==> src/rtl/vertex_draw_sequencer.sv <==
// Vertex draw sequencer: walks one draw command through the vertex fetch unit,
// one vertex in flight at a time, and streams each fetched vertex downstream
// with its ordinal and a last-of-draw flag.
module vertex_draw_sequencer #(
    parameter int unsigned ADDR_WIDTH  = 32,
    parameter int unsigned VDATA_WIDTH = 256,
    parameter int unsigned INDEX_WIDTH = 16,
    parameter int unsigned COUNT_WIDTH = 16,
    parameter int unsigned STALL_WIDTH = 16
) (
    input  logic                   clk,
    input  logic                   rst,
    input  logic                   i_draw_valid,
    output logic                   o_draw_ready,
    input  logic [ADDR_WIDTH-1:0]  i_draw_base_addr,
    input  logic [INDEX_WIDTH-1:0] i_draw_first_index,
    input  logic [COUNT_WIDTH-1:0] i_draw_count,
    output logic                   o_busy,
    output logic                   o_draw_done,
    output logic                   o_fetch_start,
    output logic [ADDR_WIDTH-1:0]  o_fetch_base_addr,
    output logic [INDEX_WIDTH-1:0] o_fetch_index,
    input  logic                   i_fetch_done,
    input  logic [VDATA_WIDTH-1:0] i_fetch_data,
    output logic                   o_vtx_valid,
    input  logic                   i_vtx_ready,
    output logic [VDATA_WIDTH-1:0] o_vtx_data,
    output logic [COUNT_WIDTH-1:0] o_vtx_id,
    output logic                   o_vtx_last,
    output logic [STALL_WIDTH-1:0] o_stall_cycles
);

    localparam logic [2:0] ST_IDLE  = 3'd0;
    localparam logic [2:0] ST_START = 3'd1;
    localparam logic [2:0] ST_WAIT  = 3'd2;
    localparam logic [2:0] ST_EMIT  = 3'd3;
    localparam logic [2:0] ST_DONE  = 3'd4;

    logic [2:0]             state;
    logic [2:0]             state_nxt;
    logic [ADDR_WIDTH-1:0]  base_q;
    logic [INDEX_WIDTH-1:0] first_q;
    logic [COUNT_WIDTH-1:0] count_q;
    logic [COUNT_WIDTH-1:0] n_q;
    logic [VDATA_WIDTH-1:0] data_q;
    logic [STALL_WIDTH-1:0] stall_q;
    logic                   accept_c;
    logic                   last_c;

    assign accept_c = (state == ST_IDLE) && i_draw_valid;
    assign last_c   = (n_q == (count_q - COUNT_WIDTH'(1)));

    // State register
    always_ff @(posedge clk) begin
        if (rst) begin
            state <= ST_IDLE;
        end else begin
            state <= state_nxt;
        end
    end

    // Next-state decode
    always_comb begin
        state_nxt = state;
        case (state)
            ST_IDLE: begin
                if (i_draw_valid) begin
                    state_nxt = (i_draw_count == '0) ? ST_DONE : ST_START;
                end
            end
            ST_START: state_nxt = ST_WAIT;
            ST_WAIT: begin
                if (i_fetch_done) begin
                    state_nxt = ST_EMIT;
                end
            end
            ST_EMIT: begin
                if (i_vtx_ready) begin
                    state_nxt = last_c ? ST_DONE : ST_START;
                end
            end
            ST_DONE: state_nxt = ST_IDLE;
            default: state_nxt = ST_IDLE;
        endcase
    end

    // Command latch, ordinal, vertex capture and stall counter
    always_ff @(posedge clk) begin
        if (rst) begin
            base_q  <= '0;
            first_q <= '0;
            count_q <= '0;
            n_q     <= '0;
            data_q  <= '0;
            stall_q <= '0;
        end else begin
            if (accept_c) begin
                base_q  <= i_draw_base_addr;
                first_q <= i_draw_first_index;
                count_q <= i_draw_count;
                n_q     <= '0;
                stall_q <= '0;
            end
            if ((state == ST_WAIT) && i_fetch_done) begin
                data_q <= i_fetch_data;
            end
            if (state == ST_EMIT) begin
                if (i_vtx_ready) begin
                    if (!last_c) begin
                        n_q <= n_q + COUNT_WIDTH'(1);
                    end
                end else if (stall_q != '1) begin
                    stall_q <= stall_q + STALL_WIDTH'(1);
                end
            end
        end
    end

    // Outputs decoded from registered state and datapath registers
    assign o_draw_ready      = (state == ST_IDLE) && !rst;
    assign o_busy            = (state != ST_IDLE);
    assign o_draw_done       = (state == ST_DONE);
    assign o_fetch_start     = (state == ST_START);
    assign o_fetch_base_addr = base_q;
    assign o_fetch_index     = first_q + INDEX_WIDTH'(n_q);
    assign o_vtx_valid       = (state == ST_EMIT);
    assign o_vtx_data        = data_q;
    assign o_vtx_id          = n_q;
    assign o_vtx_last        = (state == ST_EMIT) && last_c;
    assign o_stall_cycles    = stall_q;

endmodule
==> config.mk <==
export PLATFORM = sky130hd
export DESIGN_NAME = vertex_draw_sequencer
export DESIGN_NICKNAME = d
export VERILOG_FILES = /design/src/rtl/vertex_draw_sequencer.sv
export SDC_FILE = /design/constraint.sdc
export NUM_CORES = 1
export LEC_CHECK = 0
export CAP_MARGIN = 25
export CORE_AREA = 2 2 257 259
export CTS_CLUSTER_SIZE = 14
export DETAILED_ROUTE_END_ITERATION = 16
export DIE_AREA = 0 0 259 261
export GPL_TIMING_DRIVEN = 0
export PLACE_DENSITY = 0.52
export SLEW_MARGIN = 20
export SYNTH_ARGS = -nofsm -noshare
export SYNTH_HDL_FRONTEND = slang
export SYNTH_SLANG_ARGS = --single-unit
export TNS_END_PERCENT = 20
==> constraint.sdc <==
create_clock -name clk -period 4.25 [get_ports clk]
set_input_delay 0.425 -clock clk [delete_from_list [all_inputs] [get_ports clk]]
set_output_delay 0.425 -clock clk [all_outputs]
set_load 0.005 [all_outputs]
After elaboration in Yosys (flattened, before gate mapping)
Index checks and enable logic that the tools add are counted.
{ "classes": {"add_sub_neg": 4, "n_mul": 0, "n_div": 0, "magnitude_cmp": 0, "n_eq_ne": 9, "n_shift": 0, "muxes": 14, "n_bitwise": 0, "reduce_logical": 9} }
{ "ops": {"columns": ["cell", "n"], "rows": [
  ["two-way mux 16 bit", 8],
  ["adder 16 x 1 -> 16 bit, second input constant", 2],
  ["adder 16 bit", 1],
  ["== test 16 bit", 1],
  ["zero test 16 bit", 1],
  ["!= test 16 bit, second input constant", 1],
  ["subtractor 16 x 1 -> 16 bit, second input constant", 1],
  ["two-way mux 3 bit", 5],
  ["one-hot mux 3 bit (4 select lines)", 1],
  ["== test 3 x 2 -> 1 bit, second input constant", 2],
  ["logical AND 1 bit", 4],
  ["!= test 2 bit, second input constant", 2],
  ["== test 3 x 1 -> 1 bit, second input constant", 1],
  ["== test 3 bit, second input constant", 1],
  ["zero test 3 bit", 1],
  ["AND reduction 3 bit", 1],
  ["nonzero test 3 bit", 1],
  ["!= test 2 x 1 -> 1 bit, second input constant", 1],
  ["zero test 1 bit", 1]
]} }
{ "totals": {"register_bits": 355, "latch_bits": 0, "ram_bits": 0, "romBits": 0, "input_bits": 325, "out_inout_bits": 342, "elab_cells": 43, "n_memories": 0} }

Longest topological paths before layout
{ "logic_depth": {"word_depth": 6, "mapped_depth": 12, "depth_no_buf": 11} }

Least setup slack after synthesis
OpenSTA, ideal clock, no wires.
{ "synth_path": {"kind": "reg2out", "from": "register n_q[0] (netlist: o_vtx_id[0])", "to": "output port o_fetch_index[14]", "arrival_ns": 2.325, "setup_slack_ns": 1.500, "path_stages_with_launch": 12, "path_buffers": 0, "cell_sequence": "dfxtp_1 ha_1 inv_1 fa_1 nor2b_1 o21a_1 o21ai_0 a211oi_1 or3_1 a31o_2 a21oi_1 xnor2_1"} }
{ "synth_between": {"elab_chain_len": 1} }
{ "synth_rtl": {"columns": ["item", "line", "text"], "rows": [
  ["start: declaration", "44", "logic [COUNT_WIDTH-1:0] n_q;"],
  ["start signal: assignment", "110", "n_q <= n_q + COUNT_WIDTH'(1);"],
  ["adder 16 bit", "125", "assign o_fetch_index = first_q + INDEX_WIDTH'(n_q);"],
  ["end: declaration", "22", "output logic [INDEX_WIDTH-1:0] o_fetch_index,"]
]} }
No other way between the ends.

Final worst setup path
{ "layout_path": {"from": "register n_q[5] (netlist: o_vtx_id[5])", "to": "output port o_fetch_index[14]"} }
Same word-level chain as after synthesis.

==> key figures <==
Run status
  • Outcome: complete, no violations

Placed design
  • Number of buffers added on ports: between 600 and 700
  • Dpl cells: 3313
  • Routability cong.: ~0.9
  • Placed cell area: ~22000 sq um
  • DP Wirelength: around 50 mm

Power
  • Switch share: 0.2699
  • Pint: 0.006338 W
  • Design Power: approximately 0.0087 W
  • P per Cell Area: about 380 nW/um^2
  • Leakage: about 8 nW
  • Sequential power share: 0.415
  • Switching power total: approximately 0.0023 W
  • Comb power frac: 0.167
  • Clock Power Share: 0.418
  • Max VDD drop: between 0.0002 and 0.0003 V

Critical path
  • Crit. End Element: output port
  • FF-to-FF Start: count_q[2]
  • CP bufs+invs: 1
  • Slowest CP cell: dfxtp_1
  • Crit path kind: reg -> out
  • Max stage delay on crit path: approximately 0.55 ns
  • Worst EP required: 3.83 ns
  • Critical path launch point type: register
  • CP Launch Point: o_vtx_id[5]
  • Critical path cell sequence: ha_1 > or2_2 > a21oi_1 > a211oi_1 > or3_1 > a31o_2 > a21oi_1 > xnor2_1 > clkdlybuf4s50_1
  • Cell family with most CP delay: simple AND/OR/NAND/NOR gates
  • CP Max Fanout: 7
  • CP dominant cell by count: a21oi_1
  • Worst Path Arrival: between 3 and 4 ns

Synth
  • Mapped Nets: between 2000 and 2500
  • EDFF count, synth: 0
  • Gate Count Post-Synth: between 1500 and 2000
  • Post-synthesis sequential area ratio: 0.5115
  • Synth Warn #: 0
  • Fraction of registers with async set/reset: 0
  • Most used DFF post-synth: dfxtp_1
  • Netlist cell types: 64
  • Yosys reg bits: ~360
  • Mean Syn Cell Area: between 7 and 8 sq um
  • Post-Synthesis Cell Area: 13890 sq um

Cells and area
  • Commonest non-fill, non-tap cell in the layout: nand2_1
  • ANT cells: 0
  • Share of cells above drive strength 1: 0.03759
  • Commonest non-fill, non-tap cells in the layout: nand2_1, clkdlybuf4s50_1, dfxtp_1
  • Final net count: approximately 2800
  • Post-route insts no fill: 3391
  • Fillers: roughly 6700
  • Layout area overhead: 65.83%
  • Post-route cell area: approximately 23000 sq um

Timing
  • Worst-margin pin slew: between 0.8 and 0.9 ns
  • Fin crit period: 4.017 ns
  • Final hold viol count: 0
  • Final setup viols: 0
  • Worst clock skew: around 0.0092 ns
  • Tcrit/Tclk final: 0.9451
  • FMAX: approximately 250 MHz
  • Slew headroom: 0.4168
  • RSZ-0062 raised after global routing: yes
  • Max-slew violations: 0

Route
  • Initial DRT Pass Iterations: 5
  • Routed vias: about 15000
  • DR vias/cell: between 4 and 5
  • Final wirelength: about 63 mm
  • DRC: 0
  • Wire per inst: between 15 and 20 microns
  • Remaining antenna violation count: 0
  • Iter 0 DRT Violations: 663

GRT
  • Antenna violations before repair: 6
  • Number of global-route vias before repair: 14925
  • Total Routing Usage GR: 0.1770
  • Grt ovf: 0
  • First-pass GRT wire length: approximately 90 mm
  • Largest net degree at the start of global routing: 13

Clock network
  • Total CTS buffers: 43
  • H-tree Lvls: 2
  • Clock buffer depth: 3
  • Clock slew at reported path FFs: about 0.060 ns
  • CTS tree: yes
  • Clock Sink Count: roughly 360
  • CTS Hold Buffers Added: 0
  • Worst skew pair latency: slightly below 0.6 ns
  • CTS Root Cell: clkbuf_16

Floorplanning
  • I/O pins: 667
  • Die ar.: between 60000 and 70000 sq um
  • Initial cell density of the core: 0.2136
  • Row cnt: 94
  • Die Y: ~260 microns
  • CORE AREA: 65040 sq um
  • Die Wd: about 260 microns

Worst hold path
  • Hold WC Path Type: in -> reg
  • Hold path startpoint: i_fetch_data[29]

Job
  • Max-cap violations: 0
## worst paths after layout
path,depth (start not counted),endpoint,slack (ns)
worst max-delay path,9,o_fetch_index[14],0.23
worst min-delay path,3,o_vtx_data[29],0.39
worst max register to register,9,o_vtx_id[0],1.19
worst min register to register,2,o_vtx_data[34],0.45
## logic make-up after synthesis
kind of cell	synth area share
simple gates	0.2460
compound gates	0.1563
flops	0.5115
buf+inv	0.03611
xor+xnor	0.02711
fa+ha+maj	0.01765
mux	0.005313
## power groups by stage
| stage | combinational [W] | clock, W | sequential, W |
|---|---|---|---|
| 2_1_floorplan | 0.000559 | 0 | 0.00367 |
| 3_3_place_gp | 0.00144 | 0 | 0.00367 |
| 3_5_place_dp | 0.00145 | 0 | 0.00368 |
| 4_1_cts | 0.00146 | 0.00375 | 0.00361 |
| 5_1_grt | 0.00158 | 0.00388 | 0.00363 |
| 6_report | 0.00145 | 0.00363 | 0.00361 |
## per-stage QoR
step | setup TNS [ns] | utilization | hold WS [ns] | worst slack, ns
after floorplan | 0 | - | 0.4400 | 1.500
final | 0 | 0.3543 | 0.3919 | 0.2333
after global placement | 0 | 0.3328 | 0.4417 | 0.5837
after global routing | -0.01385 | 0.3543 | 0.3707 | -0.01385
after detailed placement | 0 | 0.3328 | 0.4460 | 0.5719
after CTS | 0 | 0.3539 | 0.3450 | 0.03885
## registers in the layout, indices dropped and copies added (netlist names)
name,count
state,3
o_vtx_id,16
first_q,16
o_fetch_base_addr,32
o_vtx_data,256
o_stall_cycles,16
count_q,16
## worst register-to-register path: stages (launching register included)
cell,delay [ns]
dfxtp_1,0.39
nor4_4,0.58
nand2_4,0.12
nor2_2,0.14
nor3_1,0.06
or4_4,0.57
a31oi_1,0.45
nor2_1,0.14
buf_2,0.23
mux2_2,0.27
## metal layers
layer	part of all wire	vias up	wire length [microns]	global-route usage
met2	0.50	477	31420	0.3158
li1	-	7327	-	-
met1	0.39	7013	24700	0.1998
met5	0.00092	-	58	0
met4	0.023	10	1446	0.04480
met3	0.084	85	5283	0.06378
## cell usage after synthesis, drive strengths merged, types with 7 or more instances
master / instances / area, sq um
nand2: 676 / 2545
dfxtp: 355 / 7107
a21oi: 341 / 1707
clkbuf: 107 / 401.6
xnor2: 34 / 297.8
nor2: 33 / 126.4
nor3: 21 / 105.1
ha: 18 / 225.2
nand3: 17 / 85.08
o21ai: 15 / 75.07
buf: 14 / 58.81
nor4: 12 / 90.09
inv: 11 / 41.29
nor2b: 11 / 68.82
and3: 10 / 68.82
xor2: 9 / 78.83
nand4: 8 / 50.05
nand2b: 7 / 43.79
## timing repair
action,CTS,global route
setup buffers,0,0
pin swaps,0,0
gates resized for setup,1,4
endpoints found under the setup margin,1,2
## cell type report
class / instances / area [sq um] / area share
tap: 864 / 1081 / 0.04692
buffer: 121 / 460.4 / 0.01998
inverter: 11 / 41.29 / 0.001792
clock buffer: 65 / 1279 / 0.05550
clock inverter: 12 / 96.34 / 0.004181
timing repair buffer: 667 / 6671 / 0.2895
multi-input combinational: 1296 / 6302 / 0.2735
sequential: 355 / 7109 / 0.3086
(Power assumes the default switching activity.)
==> RTL change 1 (same flow settings) <==
Make the reset (`rst`) asynchronous in 2 clocked blocks.
--- a/src/rtl/vertex_draw_sequencer.sv
+++ b/src/rtl/vertex_draw_sequencer.sv
@@ -51,7 +51,7 @@
     assign last_c   = (n_q == (count_q - COUNT_WIDTH'(1)));
 
     // State register
-    always_ff @(posedge clk) begin
+    always_ff @(posedge clk or posedge rst) begin
         if (rst) begin
             state <= ST_IDLE;
         end else begin
@@ -85,7 +85,7 @@
     end
 
     // Command latch, ordinal, vertex capture and stall counter
-    always_ff @(posedge clk) begin
+    always_ff @(posedge clk or posedge rst) begin
         if (rst) begin
             base_q  <= '0;
             first_q <= '0;
Check against the original RTL: differs if rst is asserted again (counterexample within 4 cycles, from zero or initial values and one cycle with rst high); with rst held inactive, the same outputs for 4 cycles.
==> RTL change 1 against the original RTL <==
Critical path depth rose by 2. Global-route usage grew 0.86 points. Final area grew 7.7%. Setup slack got worse by 74 ps. First-iteration DRC count down 25%. Maximum frequency fell by 1.8%. Non-clock buffer count down 46. Sequential cell count unchanged. Area after synthesis up 9.5%. Sequential share of layout area is 4.9 points higher. Routed wire length grew 3.0%.
Power is not compared: it rests on default switching activity, and its combinational part moved more than twofold at a synthesized area within 25%.
==> RTL change 1: results (changes against the original RTL) <==
* Root buffer cell: clkbuf_16
* Iter 0 DRT Violations at 494 (-25%)
* P_int at around 12 mW
* Synth cell types at 65 (+1.6%)
* P_leak at 10.4 nW
* Syn_nets at 1576 (-26%)
* Clk Latency, worst-skew pair at 590 ps
* Met3 routed WL at 6.16 mm (+17%)
* Cell Area, Placed at 0.0232 mm² (+7.4%)
* Sequential share of the synthesized area at 58.4% (+7.2 points)
* Final setup violation count at 0 (unchanged)
* Number of cells after detailed placement at 2775 (-16%)
* Crit-path leading delay family: compound AO/OA/AOI/OAI gates
* Post-synthesis mux area share at 19.7% (+19 points)
* Reg area at 0.00888 mm² (+25%)
* Critical-path maximum fanout at 7 (unchanged)
* Met1 Usage GRT at 18.6% (-1.4 points)
* Max Buffers Root-to-Sink at 3 (unchanged)
* Vias per cell at 4.40 (about the same)
* Synth Area in XOR/XNOR at 2.53% (-0.18 points)
* DR WL met2 at 34.6 mm (+10%)
* Worst slack, placed at 412 ps (-160 ps)
* Global route overflow at 0 (unchanged)
* Placer Congestion at 0.814 (-9.6%)
* Met3 Usage GRT at 7.99% (+1.6 points)
* Worst path slowest cell: clkdlybuf4s50_1
* 1st-pass router iterations at 4 (-1)
* Largest net degree at the start of global routing at 34 (+21)
* Met2 usage at 34.7% (+3.2 points)
* Crit-path max cell delay at 550 ps (about the same)
* Hold Path Class: input port to asynchronous set/reset pin
* Initial antenna violation count at 19 (+13)
* WP data arrival at 3670 ps (+80 ps)
* Wirelength, routed at 64.8 mm (+3.0%)
* Slew headroom at 43.3% (+1.6 points)
* CTS H-Tree Depth at 2 (unchanged)
* # fillers at 6291 (-6.6%)
* CTS Buf Count at 45 (+4.7%)
* Async set-reset flop share out of synthesis at 100% (+100 points)
* Synth Area per Inst at 12.4 µm² (+59%)
* Via count at 12600 (-16%)
* First-pass GRT wire length at 91.7 mm (-0.31%)
* GRT Overall Usage at 18.6% (+0.86 points)
* Synth Area in Compound Gates at 3.77% (-12 points)
* Synth area leaders: dfrtp_1, mux2_2, mux2_1
* Layout Skew at 32.8 ps (+23.6 ps)
* Post-Synth Adder-Cell Area at 1.61% (-0.15 points)
* Clock slew at reported path FFs at 60 ps (about the same)
* Number of I/O port buffers at 666 (unchanged)
* Post-synth top flop: dfrtp_1
* Met1 Wirelength at 22.0 mm (-11%)
* Final #Nets at 2303 (-19%)
* Synth top cells by count: dfrtp_1, nand2_1, mux2_2, mux2_1, clkbuf_1
* Proportion of layout cells with a drive suffix above 1 at 14.4% (+11 points)
* Max reg flops at 256 (unchanged)
* Worst IR Drop VDD at 0.440 mV
* Uppermost layer routed: met5
* DP Wirelength at 52.6 mm (+5.9%)
* Status: completed
-- RTL change 1: layout make-up --
| type | instances | share of cell area (%) |
|---|---|---|
| Sequential cell | 355 | 35.8 |
| Timing Repair Buffer | 680 | 27.9 |
| Multi-Input combinational cell | 799 | 24.3 |
| Clock buffer | 69 | 5.46 |
| Tap cell | 864 | 4.35 |
| Buffer | 62 | 1.06 |
| Clock inverter | 13 | 0.796 |
| Inverter | 16 | 0.257 |
| Antenna cell | 1 | 0.0101 |
-- RTL change 1: timing repair --
action / in CTS / in global routing
pin swaps: 0 / 2
endpoints found under the setup margin: 1 / 4
endpoints found under the hold margin: 0 / 0
gates resized for setup: 4 / 3
buffers inserted: 0 / 1
-- RTL change 1: power by group through the flow --
| stage | registers, mW | logic [mW] | clock network (mW) |
|---|---|---|---|
| after floorplan | 5.94 | 2.65 | 0 |
| after global placement | 5.92 | 7.51 | 0 |
| after detailed placement | 5.96 | 7.64 | 0 |
| after CTS | 5.93 | 7.67 | 4.12 |
| after global routing | 6.14 | 7.99 | 4.25 |
| final | 5.92 | 7.49 | 3.98 |
-- RTL change 1: path summary, 6_finish.rpt --
check	from	to	slack (ps)	cells after the start
worst max register to register	state[1]$_DFFE_PP0P_	o_vtx_data[216]$_DFFE_PP0P_	1200	7
max in group asynchronous	rst	o_vtx_data[109]$_DFFE_PP0P_	2550	7
worst min register to register	o_fetch_base_addr[5]$_DFFE_PP0P_	o_fetch_base_addr[5]$_DFFE_PP0P_	470	2
worst max-delay path	o_vtx_id[0]$_DFF_PP0_	o_fetch_index[14]	160	11
min in group clk	i_draw_base_addr[31]	o_fetch_base_addr[31]$_DFFE_PP0P_	380	3
worst min-delay path	rst	o_vtx_data[186]$_DFFE_PP0P_	250	2
==> RTL change 2 (same settings) <==
Made on the original files. Change the parameter `STALL_WIDTH` from 16 to 32.
--- a/src/rtl/vertex_draw_sequencer.sv
+++ b/src/rtl/vertex_draw_sequencer.sv
@@ -6,7 +6,7 @@
     parameter int unsigned VDATA_WIDTH = 256,
     parameter int unsigned INDEX_WIDTH = 16,
     parameter int unsigned COUNT_WIDTH = 16,
-    parameter int unsigned STALL_WIDTH = 16
+    parameter int unsigned STALL_WIDTH = 32
 ) (
     input  logic                   clk,
     input  logic                   rst,
Interface: changed (resized o_stall_cycles); port bits go from 667 to 683. The function was not compared with the original's and may differ.
==> RTL change 2 against the original RTL <==
Area after synthesis up 6.1%. Final area up 4.9%. Final cell count up 4.1%. Register-to-register slack worse by 180 ps. Sequential share of layout area down 0.094 points. Global-route usage up 1.7 points. Total power up 12%. Clock power up 7.2%. Sequential cell count up 16. Core utilization up 1.7 points. Routed wire length up 9.4%. Combinational power up 37%. Setup slack worse by 39 ps.
==> RTL change 2: results (changes against the original RTL) <==
* Synth Area in XOR/XNOR at 1.82% (-0.89 points)
* Largest net degree at the start of global routing at 14 (+1)
* Crit-path max cell delay at 630 ps (+80 ps)
* GRT Overall Usage at 19.4% (+1.7 points)
* Crit-path leading delay family: compound AO/OA/AOI/OAI gates
* Setup crit start: o_vtx_id[0]$_SDFF_PP0_
* Vias per cell at 4.59 (+4.3%)
* Post-synthesis mux area share at 0.458% (-0.073 points)
* Wirelength, routed at 68.8 mm (+9.4%)
* FF-to-FF Start: count_q[0]$_SDFFE_PP0P_
* Number of I/O port buffers at 681 (+2.3%)
* Cell Area, Placed at 0.0227 mm² (+4.7%)
* Final #Nets at 2977 (+4.9%)
* Synth top cells by count: nand2_1, dfxtp_1, a21oi_1, clkbuf_1, o21ai_0
* DP Wirelength at 55.2 mm (+11%)
* First-pass GRT wire length at 99.3 mm (+7.9%)
* # fillers at 6726 (-0.15%)
* Initial antenna violation count at 9 (+3)
* Iter 0 DRT Violations at 874 (+32%)
* Fin Hold WS at 376 ps (-16.2 ps)
* Number of cells after detailed placement at 3450 (+4.1%)
* Synth area leaders: dfxtp_1, nand2_1, a21oi_1
* 1st-pass router iterations at 7 (+2)
* Vias in the first global route at 15800 (+5.9%)
* WP data arrival at 3630 ps (+40 ps)
* Placer Congestion at 0.875 (-2.8%)
* Status: completed
* Area of the multi-input gates at 0.00678 mm² (+7.6%)
* P_leak at 8.28 nW (+3.9%)
* R2R Path End: o_vtx_id[2]$_SDFF_PP0_
* Worst IR Drop VDD at 0.272 mV (+2.8%)
* Post-Synth Adder-Cell Area at 1.66% (-0.10 points)
* CTS Buf Count at 45 (+4.7%)
* Synth cell types at 62 (-3.1%)
* Final Cycle Share at 95.4% (+0.93 points)
* Syn_nets at 2248 (+5.7%)
* WHS Path Cells at 3 (unchanged)
* Sequential share of the synthesized area at 50.4% (-0.77 points)
* Layout Skew at 20.4 ps (+11.2 ps)
* Proportion of layout cells with a drive suffix above 1 at 3.49% (-0.27 points)
* Worst slack, placed at 396 ps (-175 ps)
-- RTL change 2: layout make-up --
cell class	instances	share of cell area (%)
multi-input combinational	1384	28.0
tap	864	4.47
buffer	125	1.98
inverter	24	0.373
timing repair buffer	682	28.2
antenna	1	0.0104
clock buffer	64	5.28
clock inverter	15	0.859
sequential	371	30.8
-- RTL change 2: power by group --
part	leakage [nW]	internal, mW	switching, mW
Sequential	3.01	3.73	0.152
Combinational	4.54	0.962	1.03
Clock	0.727	2.29	1.60
-- RTL change 2: routing by layer --
layer  wire [µm]  global-route usage (%)  vias up
met3        5910                    7.06      128
met1       26200                    21.3     7592
met4        2360                    6.52       18
li1            -                       -     7866
met2       34200                    34.4      585
met5         126                       0        -
-- RTL change 2: repair_timing --
item / 4_1_cts / 5_1_grt
gates resized for setup: 4 / 10
setup endpoints to repair: 3 / 3
hold endpoints to repair: 0 / 0
cloned: 0 / 0
